$ cat config.mk
export PLATFORM = sky130hd
export DESIGN_NAME = systolic_mmu_stream
export DESIGN_NICKNAME = d
export VERILOG_FILES = /design/src/rtl/systolic_mmu_stream.sv
export SDC_FILE = /design/constraint.sdc
export NUM_CORES = 2
export LEC_CHECK = 0
export ABC_AREA = 1
export ABC_CLOCK_PERIOD_IN_PS = 27500
export BUFFER_PORTS_ARGS = -buffer_cell sky130_fd_sc_hd__buf_2
export CAP_MARGIN = 20
export CELL_PAD_IN_SITES_DETAIL_PLACEMENT = 0
export CELL_PAD_IN_SITES_GLOBAL_PLACEMENT = 1
export CORE_MARGIN = 1.5
export CORE_UTILIZATION = 49
export DETAILED_ROUTE_END_ITERATION = 8
export GPL_TIMING_DRIVEN = 0
export HOLD_SLACK_MARGIN = 0.05
export MAX_ROUTING_LAYER = met4
export PLACE_DENSITY = 0.81
export SYNTH_ARGS = -nofsm -noshare
export SYNTH_HDL_FRONTEND = slang
export SYNTH_SLANG_ARGS = --single-unit
$ cat constraint.sdc
create_clock -name clk -period 27.5 [get_ports clk]
set_clock_uncertainty 0.15 [all_clocks]
set_input_delay 2.75 -clock clk [delete_from_list [all_inputs] [get_ports clk]]
set_output_delay 2.75 -clock clk [all_outputs]
set_load 0.02 [all_outputs]
$ cat src/rtl/systolic_mmu_stream.sv
`timescale 1ns/1ps
`default_nettype none
// ============================================================================
// Module   : systolic_mmu_stream
// Purpose  : NxN weight-stationary systolic matrix unit with streamed weight,
//            data and result handshakes, internal skew/de-skew and global stall.
//            Optional output clamp to 2^DW-1 when SYSTOLIC_SAT_EN is defined.
// Revision : 1.0  initial release
// ============================================================================
module systolic_mmu_stream #(
  parameter int N    = 4,
  parameter int DW   = 8,
  parameter int ACCW = 24
) (
  input  logic              clk,
  input  logic              rst,
  input  logic              wt_valid,
  output logic              wt_ready,
  input  logic [N*DW-1:0]   wt_in,
  input  logic              data_valid,
  output logic              data_ready,
  input  logic [N*DW-1:0]   data_in,
  input  logic              data_last,
  output logic              out_valid,
  input  logic              out_ready,
  output logic [N*ACCW-1:0] out_data,
  output logic              busy
);

  localparam int CW = $clog2(N + 1);

  typedef enum logic [1:0] {
    ST_IDLE  = 2'd0,
    ST_LOAD  = 2'd1,
    ST_READY = 2'd2,
    ST_DRAIN = 2'd3
  } state_t;

  state_t          r_state, w_state_nxt;
  logic [CW-1:0]   r_wt_cnt, w_wt_cnt_nxt;
  logic            w_stall, w_wt_acc, w_dat_acc, w_pipe_empty;
  logic [2*N-2:0]  r_vld;
  logic            r_out_valid;
  logic [N*ACCW-1:0] r_out_data;

  logic [DW-1:0]   r_w     [N][N];
  logic [DW-1:0]   r_x     [N][N-1];
  logic [ACCW-1:0] r_ps    [N][N];
  logic [DW-1:0]   w_xin   [N];
  logic [DW-1:0]   w_pe_x  [N][N];
  logic [ACCW-1:0] w_pe_ps [N][N];
  logic [ACCW-1:0] w_dsk   [N];
  logic [ACCW-1:0] w_lane  [N];

  assign w_stall      = r_out_valid & ~out_ready;
  assign w_wt_acc     = wt_valid & wt_ready;
  assign w_dat_acc    = data_valid & data_ready;
  assign w_pipe_empty = ~(|r_vld) & ~r_out_valid;
  assign out_valid    = r_out_valid;
  assign out_data     = r_out_data;

  always_ff @(posedge clk or posedge rst) begin
    if (rst) begin
      r_state  <= ST_IDLE;
      r_wt_cnt <= '0;
    end else begin
      r_state  <= w_state_nxt;
      r_wt_cnt <= w_wt_cnt_nxt;
    end
  end

  always_comb begin
    w_state_nxt  = r_state;
    w_wt_cnt_nxt = r_wt_cnt;
    wt_ready     = 1'b0;
    data_ready   = 1'b0;
    busy         = 1'b0;
    case (r_state)
      ST_IDLE: begin
        wt_ready = 1'b1;
        if (wt_valid) begin
          w_state_nxt  = ST_LOAD;
          w_wt_cnt_nxt = CW'(1);
        end
      end
      ST_LOAD: begin
        wt_ready = 1'b1;
        busy     = 1'b1;
        if (wt_valid) begin
          if (r_wt_cnt == CW'(N - 1)) begin
            w_state_nxt  = ST_READY;
            w_wt_cnt_nxt = '0;
          end else begin
            w_wt_cnt_nxt = r_wt_cnt + CW'(1);
          end
        end
      end
      ST_READY: begin
        // Data has priority: a pending vector blocks any weight reload.
        wt_ready   = ~data_valid;
        data_ready = ~w_stall;
        if (data_valid) begin
          if (!w_stall && data_last) w_state_nxt = ST_DRAIN;
        end else if (wt_valid) begin
          w_state_nxt  = ST_LOAD;
          w_wt_cnt_nxt = CW'(1);
        end
      end
      ST_DRAIN: begin
        busy = 1'b1;
        if (w_pipe_empty) w_state_nxt = ST_READY;
      end
      default: w_state_nxt = ST_IDLE;
    endcase
  end

  // Weights enter at row 0 and shift one row down per accepted beat.
  always_ff @(posedge clk or posedge rst) begin
    if (rst) begin
      for (int r = 0; r < N; r++)
        for (int c = 0; c < N; c++) r_w[r][c] <= '0;
    end else if (w_wt_acc) begin
      for (int c = 0; c < N; c++) begin
        r_w[0][c] <= wt_in[c*DW +: DW];
        for (int r = 1; r < N; r++) r_w[r][c] <= r_w[r-1][c];
      end
    end
  end

  genvar gr, gc;
  generate
    for (gr = 0; gr < N; gr++) begin : g_skew
      if (gr == 0) begin : g_direct
        assign w_xin[gr] = data_in[0 +: DW];
      end else begin : g_dly
        logic [DW-1:0] r_sk [gr];
        always_ff @(posedge clk or posedge rst) begin
          if (rst) begin
            for (int i = 0; i < gr; i++) r_sk[i] <= '0;
          end else if (!w_stall) begin
            r_sk[0] <= data_in[gr*DW +: DW];
            for (int i = 1; i < gr; i++) r_sk[i] <= r_sk[i-1];
          end
        end
        assign w_xin[gr] = r_sk[gr-1];
      end
    end

    for (gr = 0; gr < N; gr++) begin : g_pe_row
      for (gc = 0; gc < N; gc++) begin : g_pe_col
        if (gc == 0) begin : g_xl
          assign w_pe_x[gr][gc] = w_xin[gr];
        end else begin : g_xi
          assign w_pe_x[gr][gc] = r_x[gr][gc-1];
        end
        if (gr == 0) begin : g_pt
          assign w_pe_ps[gr][gc] = '0;
        end else begin : g_pi
          assign w_pe_ps[gr][gc] = r_ps[gr-1][gc];
        end
      end
    end

    for (gc = 0; gc < N; gc++) begin : g_deskew
      if (gc == N - 1) begin : g_direct
        assign w_dsk[gc] = r_ps[N-1][gc];
      end else begin : g_dly
        logic [ACCW-1:0] r_ds [N-1-gc];
        always_ff @(posedge clk or posedge rst) begin
          if (rst) begin
            for (int i = 0; i < N - 1 - gc; i++) r_ds[i] <= '0;
          end else if (!w_stall) begin
            r_ds[0] <= r_ps[N-1][gc];
            for (int i = 1; i < N - 1 - gc; i++) r_ds[i] <= r_ds[i-1];
          end
        end
        assign w_dsk[gc] = r_ds[N-2-gc];
      end
    end

`ifdef SYSTOLIC_SAT_EN
    localparam logic [ACCW-1:0] SAT_MAX = {{(ACCW-DW){1'b0}}, {DW{1'b1}}};
    for (gc = 0; gc < N; gc++) begin : g_sat
      assign w_lane[gc] = (w_dsk[gc] > SAT_MAX) ? SAT_MAX : w_dsk[gc];
    end
`else
    for (gc = 0; gc < N; gc++) begin : g_full
      assign w_lane[gc] = w_dsk[gc];
    end
`endif
  endgenerate

  always_ff @(posedge clk or posedge rst) begin
    if (rst) begin
      for (int r = 0; r < N; r++) begin
        for (int c = 0; c < N; c++) r_ps[r][c] <= '0;
        for (int c = 0; c < N - 1; c++) r_x[r][c] <= '0;
      end
    end else if (!w_stall) begin
      for (int r = 0; r < N; r++) begin
        for (int c = 0; c < N; c++)
          r_ps[r][c] <= w_pe_ps[r][c] +
                        ACCW'({{DW{1'b0}}, w_pe_x[r][c]} * {{DW{1'b0}}, r_w[r][c]});
        for (int c = 0; c < N - 1; c++) r_x[r][c] <= w_pe_x[r][c];
      end
    end
  end

  // Valid bit marches alongside the wavefront; output only updates on a real result.
  always_ff @(posedge clk or posedge rst) begin
    if (rst) begin
      r_vld       <= '0;
      r_out_valid <= 1'b0;
      r_out_data  <= '0;
    end else if (!w_stall) begin
      r_vld       <= {r_vld[2*N-3:0], w_dat_acc};
      r_out_valid <= r_vld[2*N-2];
      if (r_vld[2*N-2]) begin
        for (int c = 0; c < N; c++) r_out_data[c*ACCW +: ACCW] <= w_lane[c];
      end
    end
  end

endmodule
`default_nettype wire
==> flow_summary.yaml <==
clocking:
  clockBufferDepth: 3
  cts_resized: 0
  cts.clk_slew.worst_paths_ns: 0.07
  cts_inserted_buffers: 94
  cts-hold-fix-buffers: 0
  cts_root_buffer: "clkbuf_16"
  cts_tree: "yes"
  cts_setup_buffers: 0
  htreeDepth: 3
  clock_latency_ns: 0.74
  clock_sinks: 773
die:
  rows: 141
  ios: 170
  die_x_um: 389
  die_area_um2: 152000
  start_util_pct: 49.4
  coreArea_um2: 148000
  fp.dieH_um: 389
place:
  dpl_cell_area_um2: 76600
  dp_hpwl_um: 159000
  place_congestion: 0.904
  portBuffers: 145
setup_path:
  rr_worst_depth: 19
  cp.arrival_ns: 4.48
  cp_slowest_cell: "buf_2"
  r2r_setup_slack_ns: 22.73
  crit_chain: "buf_2 > nor2_4 > buf_2 > buf_2 > nor2_1 > buf_2"
  crit_required_ns: 24.60
  cp_common_cell: "buf_2"
  crit_fanout: 10
  endpoint_kind: "output pin"
  startpoint_type: "input pin"
  max_stage_delay_ns: 0.57
  worstSetupPathType: "in -> out"
  worstReg2RegEnd: "r_ps[89]"
  r2r-start: "g_skew[3].g_dly.r_sk[7]"
drt:
  drtIter0Drc: 3533
  drt-pass1-iter-count: 6
  num_vias: 57800
  wl_um: 200000
  antenna_left: 0
  wl_per_cell_um: 16.5
  vias_per_cell: 4.79
  drc: 0
timing:
  final_max_slew_viol_count: 0
  slew_headroom_pct: 25.6
  rsz0062_at_grt: "false"
  setup_viol: 0
  clock.fmax_mhz: 135
  worstMarginPinSlew_ns: 1.12
  worst_hold_slack_ns: 0.294
  min_period_over_period_pct: 26.8
  finalCriticalPeriod_ns: 7.38
  hold_viol_final: 0
layout:
  final_common_cell: "nand2_1"
  final_nets: 11500
  nFillCells: 14500
  syn2layout_area_growth_pct: 9.12
  seq_area_um2: 19300
  final_cell_mix: "nand2_1 (3253), inv_1 (2601), dfrtp_1 (773)"
  multi_input_area_um2: 42200
  drive_gt1_share_pct: 5.33
  final_cell_area_um2: 79800
synthesis:
  synth.avg_cell_area_um2: 7.46
  ys_ff_latch: 773
  mappedNetlistArea_um2: 73200
  syn_inst: 9806
  yosysWarnings: 0
  ys_seq_area_share_pct: 26.4
  ys_types: 36
job:
  drv_cap: 0
global_routing:
  grt_pass1_vias: 56800
  grt_usage_pct: 27.9
  overflow: 0
  antenna_found_initial: 11
  grt_first_pass_wirelength_um: 318000
  grt_max_degree: 124
worst_hold_path:
  hp-class: "reg -> reg"
  hold_path_startpoint: "g_skew[3].g_dly.r_sk[15]"
  holdPathEnd: "g_skew[3].g_dly.r_sk[7]"
  holdPathStages: 2
status:
  status: "complete, no violations"
## synth_stat cells
library cell	count	area [µm²]
nand2_1	3253	12200
inv_1	2602	9770
dfrtp_1	773	19300
fa_1	748	15000
ha_1	613	7670
nand3_1	313	1570
nor2_1	288	1080
clkbuf_1	282	1060
o21ai_0	237	1190
a21oi_1	145	726
o21ai_1	118	591
buf_2	114	571
nand4_1	57	357
mux2_2	53	597
xor2_1	28	245
a31oi_1	26	163
buf_4	25	188
nand3b_1	25	188
nor3_1	25	125
or2_2	18	113
buf_1	10	37.5
o21bai_1	9	67.6
a211oi_1	8	60.1
and2_1	7	43.8
a21o_1	5	37.5
xnor2_1	5	43.8
buf_6	4	45.0
o22ai_1	4	25.0
inv_2	3	11.3
nand2_2	2	12.5
a22oi_1	1	7.51
conb_1	1	3.75
nor2_4	1	11.3
o21ai_2	1	8.76
o22a_1	1	8.76
o31ai_1	1	7.51
## registers in the layout, summed over array words and instances (netlist names)
name and count:
r_ps 288, r_w 128, g_deskew.g_dly.r_ds 120, r_x 96, out_data 80, g_skew.g_dly.r_sk 48, r_vld 7, r_wt_cnt 3
r_state 2, out_valid 1
## per-layer routing
| layer | share of wire (%) | GRT usage [%] | up-vias | routed length [µm] |
|---|---|---|---|---|
| li1 | - | - | 28900 | - |
| met1 | 47 | 38.2 | 27500 | 94100 |
| met2 | 44 | 43.1 | 1149 | 88800 |
| met3 | 5.1 | 3.69 | 253 | 10200 |
| met4 | 3.4 | 8.54 | 0 | 6780 |
| met5 | 0 | - | - | 0 |
## cell families after synthesis
family	share of synthesized area, %
compound gates	3.95
xor+xnor	0.395
fa+ha+maj	31.0
buf+inv	16.0
flops	26.4
mux	0.816
other cells	0.00513
simple gates	21.5
## final cells by class
type / instances / share of cell area, %
timing repair buffer: 155 / 1.22
antenna: 4 / 0.0125
clock buffer: 121 / 3.26
inverter: 2605 / 12.3
buffer: 435 / 2.39
multi-input combinational: 6008 / 52.8
clock inverter: 51 / 0.749
sequential: 773 / 24.2
tap: 1930 / 3.03
## worst max-delay path by stage
| stage | from | to | slack [ns] | depth (start not counted) |
|---|---|---|---|---|
| after CTS | out_ready | data_ready | 20.13 | 6 |
| after global routing | out_ready | data_ready | 20.08 | 6 |
| after global placement | rst | r_ps[375] | -5.40 | 2 |
| final | out_ready | data_ready | 20.12 | 6 |
| after detailed placement | out_ready | data_ready | 20.13 | 6 |
| after floorplan | rst | g_deskew[0].g_dly.r_ds[0] | 2.90 | 1 |
## critical path: cells and delay by family
kind	cells	cell delay, ns
buf+inv	4	1.32
simple gates	2	0.39
## through the flow
| stage | setup TNS [ns] | utilization [%] | worst slack [ns] | cells |
|---|---|---|---|---|
| after floorplan | 0 | - | 2.90 | 9821 |
| after global placement | -3983.93 | 51.6 | -5.40 | 11900 |
| after detailed placement | 0 | 51.7 | 20.13 | 11900 |
| after CTS | 0 | 53.9 | 20.13 | 12100 |
| after global routing | 0 | 53.9 | 20.08 | 12100 |
| final | 0 | 53.9 | 20.12 | 12100 |
Power is left out: the tool's default activity adds up to more than one toggle a clock period on the data nets, which glitch-free logic cannot reach.
